===== src/rtl/channel_accumulator_pkg.sv =====
// -----------------------------------------------------------------------------
// channel_accumulator_pkg
//
// Shared constants for the SpMV per-channel multiply-accumulate stage and its
// upstream FIFOs.
//
//   mult_bits            product width used by every channel
//   DEFAULT_DATA_W       matrix / vector value width
//   DEFAULT_ROW_W        row index and result address width
//   DEFAULT_ACC_W        accumulator and result write-data width
//   DEFAULT_FLUSH_CYCLES idle cycles before a pending row sum is written out
//   FIFO_DEPTH           depth of the upstream first-word-fall-through FIFOs
//
// cnt_width(n) returns the number of bits needed to hold the value n.
// -----------------------------------------------------------------------------
package channel_accumulator_pkg;

    localparam int mult_bits            = 16;
    localparam int DEFAULT_DATA_W       = 8;
    localparam int DEFAULT_ROW_W        = 8;
    localparam int DEFAULT_ACC_W        = 16;
    localparam int DEFAULT_FLUSH_CYCLES = 4;
    localparam int FIFO_DEPTH           = 16;

    // Bits required to represent max_val (at least 1).
    function automatic int cnt_width(input int max_val);
        int w;
        w = 1;
        while ((1 << w) <= max_val) begin
            w++;
        end
        return w;
    endfunction

endpackage


===== src/rtl/channel_accumulator.sv =====
// -----------------------------------------------------------------------------
// channel_accumulator
//
// Per-channel multiply-accumulate stage of the SpMV engine. Pops one matrix
// nonzero, the matching vector element and the nonzero's row index from three
// first-word-fall-through FIFOs, multiplies them, sums consecutive products
// sharing a row index and writes each completed row sum to the result RAM.
//
// Configuration macro:
//   CHAN_ACC_SATURATE_EN  defined: the row sum saturates at 2^ACC_W-1.
//                         undefined (default): the row sum wraps mod 2^ACC_W.
//
// Ports:
//   clk, rst           rising-edge clock, synchronous active-high reset
//   matrix_val         head of matrix-value FIFO      (DATA_W)
//   matrix_val_empty   matrix-value FIFO empty
//   matrix_val_rd_en   pop matrix-value FIFO
//   vec_val            head of vector-value FIFO      (DATA_W)
//   vec_val_empty      vector-value FIFO empty
//   vec_val_rd_en      pop vector-value FIFO
//   row_id_out         head of row-index FIFO         (ROW_W)
//   row_id_empty       row-index FIFO empty
//   row_id_rd_en       pop row-index FIFO
//   mult_out           registered product             (MULT_BITS)
//   mult_rd_en         mult_out valid strobe
//   wr_data            completed row sum              (ACC_W)
//   wr_addr            result address = row index     (ROW_W)
//   wr_en              one-cycle result write strobe per row
// -----------------------------------------------------------------------------
module channel_accumulator
    import channel_accumulator_pkg::*;
#(
    parameter int DATA_W       = DEFAULT_DATA_W,
    parameter int ROW_W        = DEFAULT_ROW_W,
    parameter int MULT_BITS    = mult_bits,
    parameter int ACC_W        = DEFAULT_ACC_W,
    parameter int FLUSH_CYCLES = DEFAULT_FLUSH_CYCLES
) (
    input  logic                 clk,
    input  logic                 rst,
    input  logic [DATA_W-1:0]    matrix_val,
    input  logic                 matrix_val_empty,
    output logic                 matrix_val_rd_en,
    input  logic [DATA_W-1:0]    vec_val,
    input  logic                 vec_val_empty,
    output logic                 vec_val_rd_en,
    input  logic [ROW_W-1:0]     row_id_out,
    input  logic                 row_id_empty,
    output logic                 row_id_rd_en,
    output logic [MULT_BITS-1:0] mult_out,
    output logic                 mult_rd_en,
    output logic [ACC_W-1:0]     wr_data,
    output logic [ROW_W-1:0]     wr_addr,
    output logic                 wr_en
);

    localparam int               CNT_W      = cnt_width(FLUSH_CYCLES);
    localparam logic [CNT_W-1:0] FLUSH_MAX  = CNT_W'(FLUSH_CYCLES);
    localparam logic [CNT_W-1:0] FLUSH_LAST = CNT_W'(FLUSH_CYCLES - 1);

    // Upstream handshake: a FIFO head is "valid" while its empty flag is low,
    // and rd_en is the "ready" that consumes it on the next rising edge. The
    // three FIFOs are only ever popped together, and only when all three heads
    // are valid, so a transfer is always a complete (value, vector, row) set.
    logic go;

    assign go               = !rst && !matrix_val_empty && !vec_val_empty && !row_id_empty;
    assign matrix_val_rd_en = go;
    assign vec_val_rd_en    = go;
    assign row_id_rd_en     = go;

    // ---------------------------------------------------------------- stage 1
    logic [ROW_W-1:0] p_row;

    always_ff @(posedge clk) begin
        if (rst) begin
            mult_out   <= '0;
            mult_rd_en <= 1'b0;
            p_row      <= '0;
        end else begin
            mult_rd_en <= go;
            if (go) begin
                mult_out <= MULT_BITS'(matrix_val) * MULT_BITS'(vec_val);
                p_row    <= row_id_out;
            end
        end
    end

    // ---------------------------------------------------------------- stage 2
    logic [ACC_W-1:0] acc;
    logic [ROW_W-1:0] cur_row;
    logic             acc_valid;
    logic [CNT_W-1:0] idle_cnt;
    logic [ACC_W-1:0] prod_next;  // product as a fresh row sum
    logic [ACC_W-1:0] sum_next;   // product added to the running sum

`ifdef CHAN_ACC_SATURATE_EN
    // One spare bit above the wider operand catches any carry out of ACC_W.
    localparam int SUM_W = ((ACC_W > MULT_BITS) ? ACC_W : MULT_BITS) + 1;

    logic [SUM_W-1:0] prod_ext;
    logic [SUM_W-1:0] sum_ext;

    always_comb begin
        prod_ext  = SUM_W'(mult_out);
        sum_ext   = SUM_W'(acc) + prod_ext;
        prod_next = (|prod_ext[SUM_W-1:ACC_W]) ? '1 : prod_ext[ACC_W-1:0];
        sum_next  = (|sum_ext[SUM_W-1:ACC_W])  ? '1 : sum_ext[ACC_W-1:0];
    end
`else
    always_comb begin
        prod_next = ACC_W'(mult_out);
        sum_next  = acc + prod_next;
    end
`endif

    always_ff @(posedge clk) begin
        if (rst) begin
            acc       <= '0;
            cur_row   <= '0;
            acc_valid <= 1'b0;
            idle_cnt  <= '0;
            wr_en     <= 1'b0;
            wr_addr   <= '0;
            wr_data   <= '0;
        end else begin
            wr_en <= 1'b0;
            if (mult_rd_en) begin
                idle_cnt <= '0;
                if (!acc_valid) begin
                    acc       <= prod_next;
                    cur_row   <= p_row;
                    acc_valid <= 1'b1;
                end else if (p_row == cur_row) begin
                    acc <= sum_next;
                end else begin
                    // Row boundary: retire the finished row, start the new one.
                    wr_en   <= 1'b1;
                    wr_addr <= cur_row;
                    wr_data <= acc;
                    acc     <= prod_next;
                    cur_row <= p_row;
                end
            end else begin
                // Counter parks at FLUSH_MAX so a long idle stretch cannot
                // wrap it round into a second flush.
                if (idle_cnt != FLUSH_MAX) begin
                    idle_cnt <= idle_cnt + 1'b1;
                end
                if (acc_valid && idle_cnt == FLUSH_LAST) begin
                    wr_en     <= 1'b1;
                    wr_addr   <= cur_row;
                    wr_data   <= acc;
                    acc_valid <= 1'b0;
                end
            end
        end
    end

endmodule


===== config.mk =====
export PLATFORM = sky130hd
export DESIGN_NAME = channel_accumulator
export DESIGN_NICKNAME = d
export VERILOG_FILES = /design/src/rtl/channel_accumulator_pkg.sv /design/src/rtl/channel_accumulator.sv
export SDC_FILE = /design/constraint.sdc
export NUM_CORES = 1
export LEC_CHECK = 0
export CORE_AREA = 5 5 105 107
export DETAILED_ROUTE_END_ITERATION = 6
export DIE_AREA = 0 0 110 112
export HOLD_SLACK_MARGIN = 0.08
export PLACE_DENSITY = 0.84
export RECOVER_POWER = 50
export SLEW_MARGIN = 15
export SYNTH_ARGS = -nofsm -noshare
export SYNTH_HDL_FRONTEND = slang
export SYNTH_SLANG_ARGS = --single-unit

===== constraint.sdc =====
create_clock -name clk -period 8.83 [get_ports clk]
set_clock_uncertainty 0.05 [all_clocks]
set_input_delay 1.766 -clock clk [delete_from_list [all_inputs] [get_ports clk]]
set_output_delay 1.766 -clock clk [all_outputs]
set_load 0.01 [all_outputs]

==> results.py <==
metrics = {
    "status": {
        "status": "finished with violations",
        "violations": "max-capacitance violations, max-slew violations",
    },
    "min_path": {
        "min_from": "wr_data[2]",
        "hold_depth": 2,
        "min_to": "wr_data[2]",
        "hp-class": "register to register",
    },
    "clock_tree": {
        "cts_resized": 0,
        "cts_buffers": 9,
        "clock_sinks": 78,
        "clk_latency_ps": 360,
        "path_clk_slew_ps": 80,
        "root_buffer": "clkbuf_8",
        "cts_max_level": 3,
        "cts_hold_buf": 0,
        "cts_tree": "built",
        "clk_path_buf_depth": 2,
        "postCtsSetupRepairBufs": 0,
    },
    "logic_synthesis": {
        "synth_mux_area_share_pct": 7.55,
        "synth_area_sq_mm": 0.00584,
        "ys.warnings.count": 0,
        "synth-simple-area-share_pct": 20.0,
        "synth.most_common_cell": "dfxtp_1",
        "synth_xor_area_share_pct": 3.90,
        "syn_avg_cell_area_sq_um": 8.95,
        "async_flop_share_pct": 0,
        "netlist_instances": 652,
        "yosys-top-cells-area": "dfxtp_1 (27%), fa_1 (13%), ha_1 (12%), mux2i_1 (7.5%), and2_1 (5.3%)",
        "synthAdderAreaFrac_pct": 24.3,
        "yosys-top-cells-count": "dfxtp_1 (78), inv_1 (65), nor2_1 (62)",
        "yosysUniqueCellTypes": 58,
        "synth_top_area_share_pct": 26.8,
        "synth-compound-area-share_pct": 11.1,
        "synth_top_cell_by_area": "dfxtp_1",
        "synth_top_family_by_area": "adder cells",
        "ys_ff_latch": 78,
        "synth-seq-area-share_pct": 26.8,
        "synth_ff_type": "dfxtp_1",
        "synth_nets": 772,
        "synth-edff-count": 0,
    },
    "placement": {
        "place_congestion": 0.916,
        "numPortBuffers": 73,
        "place_hpwl_mm": 10.1,
    },
    "route": {
        "drt.antenna.violating_nets": 0,
        "routed_wl_mm": 13.0,
        "drcViolationCount": 0,
        "dr.pass1.iters": 4,
        "dr.first_iter.drc_count": 267,
        "wl_per_cell_um": 15.2,
        "vias": 4688,
        "via_per_inst": 5.48,
    },
    "die": {
        "core_area_sq_mm": 0.0100,
        "die_x_um": 110,
        "rows": 37,
        "ios": 74,
        "dieArea_sq_mm": 0.0123,
        "start_util_pct": 58.1,
        "fp.dieH_um": 112,
    },
    "sta": {
        "rsz0062_at_grt": "no",
        "post-route-min-period_ps": 6920,
        "finalCritPeriodShare_pct": 78.3,
        "setup_tns_ps": 0,
        "hold_violations": 0,
        "max_freq_ghz": 0.145,
        "whs_ps": 444,
        "tightest_slew_ps": 3070,
        "setup_viol": 0,
        "slew_headroom_pct": -105,
        "slew_viol_final": 78,
    },
    "setup_path": {
        "slowest_delay_ps": 1060,
        "crit_required_ps": 7010,
        "critPathLaunchType": "input pin",
        "cp-end-kind": "primary output",
        "arrival_ps": 5100,
        "rr_worst_depth": 7,
        "worstSetupPathType": "input pin to primary output",
        "crit_chain": "clkdlybuf4s50_1 -> or4_1 -> clkbuf_1 -> clkinv_1 -> clkdlybuf4s50_1",
        "crit_family": "buffers and inverters",
        "reg2reg_from": "cur_row[1]",
        "worstPathMaxFanout": 34,
        "cp_num_buf_inv": 4,
        "reg2reg_slack_ps": 6040,
        "r2r-end": "acc[15]",
        "critPathMostFrequentCell": "clkdlybuf4s50_1",
        "slowest_stage": "clkbuf_1",
    },
    "pwr": {
        "p_int_mw": 0.677,
        "power_density_mw_per_mm2": 159,
        "pwr-share-clk_pct": 22.0,
        "p_sw_mw": 0.406,
        "netSwitchingFraction_pct": 37.5,
        "seqPwrFrac_pct": 35.9,
        "ir_drop_mv": 0.0834,
        "combinationalPowerShare_pct": 42.1,
        "power.leakage_nw": 2.94,
    },
    "global_routing": {
        "overflow": 0,
        "antenna_found_initial": 0,
        "grtUsageTotal_pct": 22.2,
        "grt_pass1_wl_mm": 22.3,
        "grt_pass1_vias": 4825,
        "grt_start_max_net_pins": 78,
    },
    "run": {
        "maxCapViolCount": 1,
    },
    "cells_and_area": {
        "nets": 834,
        "fill_cells": 824,
        "area_growth_syn_to_layout_pct": 16.5,
        "drive_above_1_share_pct": 5.15,
        "diodes": 0,
    },
}
[through the flow]
| stage | setup WS [ps] | instances | instance area, sq um | power (mW) | util (%) |
|---|---|---|---|---|---|
| floorplan | 3330 | 652 | 5840 | 0.728 | - |
| finish | 1910 | 855 | 6800 | 1.08 | 67.7 |
| CTS | 2810 | 855 | 6810 | 1.09 | 67.8 |
| global placement | 2570 | 839 | 6630 | 0.823 | 66.0 |
| global route | 1690 | 855 | 6800 | 1.17 | 67.7 |
| detailed placement | 2440 | 839 | 6630 | 0.850 | 66.0 |
[worst max path at each step]
stage,cells after the start,to,from
after floorplan,15,mult_out[15],matrix_val[3]
after global placement,16,mult_out[15],matrix_val[5]
after detailed placement,16,mult_out[15],matrix_val[5]
after CTS,16,mult_out[15],matrix_val[5]
after global routing,5,vec_val_rd_en,vec_val_empty
final,5,vec_val_rd_en,matrix_val_empty
[final cells by class]
cell class	count	area (sq um)	share of cell area [%]
flip-flops and latches	78	1560	23.0
repair buffers	77	747	11.0
clock inverters	7	48.8	0.718
multi-input cells	482	3900	57.4
clock buffers	9	124	1.82
well taps	136	170	2.50
inverters	66	248	3.64
[layout by cell type (no fill, tap or decap), drive strengths merged, types with 4 or more instances in the layout]
cell type,count
xor2,5
and2,49
clkbuf,12
a21o,4
nand2b,5
inv,66
nor2b,9
a21oi,19
clkinv,6
nor3,9
nand2,60
o21ai,26
dlygate4sd3,7
xnor2,21
mux2i,44
clkdlybuf4s50,65
o21bai,4
a211oi,16
fa,37
ha,54
nand3b,20
nor2,63
dfxtp,78
[worst reg2reg max path, cell delays in order, from the launching register on]
cell,delay (ps)
dfxtp_1,340
xnor2_1,200
nand4_1,140
nor2_1,290
nand2_1,670
or3b_1,600
a31oi_1,170
nor3_1,70
[power groups by stage]
stage | logic, mW | clock network, mW | registers, mW
3_5_place_dp | 0.454 | 0 | 0.396
5_1_grt | 0.525 | 0.258 | 0.390
2_1_floorplan | 0.335 | 0 | 0.393
4_1_cts | 0.459 | 0.241 | 0.388
3_3_place_gp | 0.428 | 0 | 0.395
6_report | 0.455 | 0.239 | 0.388
[per-layer routing]
metal  GRT usage, %  vias up  share of wire [%]
met2           37.8      112                 52
met5              0        -                  0
met1           28.6     2270                 42
met3           3.83       16                4.6
li1               -     2290                  -
met4           6.07        0                1.3
[sequential cells by signal, indices dropped and copies added, names as in the netlist]
name	cells
wr_addr	8
mult_rd_en	1
wr_data	16
wr_en	1
acc_valid	1
acc	16
idle_cnt	3
p_row	8
cur_row	8
mult_out	16
[logic make-up after synthesis]
kind of cell             Yosys count
AO/OA/AOI/OAI                     91
XOR/XNOR                          26
adder cells (fa/ha/maj)           91
buffers and inverters             92
flip-flops                        78
multiplexers                      44
AND/OR/NAND/NOR                  230
No activity file was read; power rests on OpenSTA's default activity.
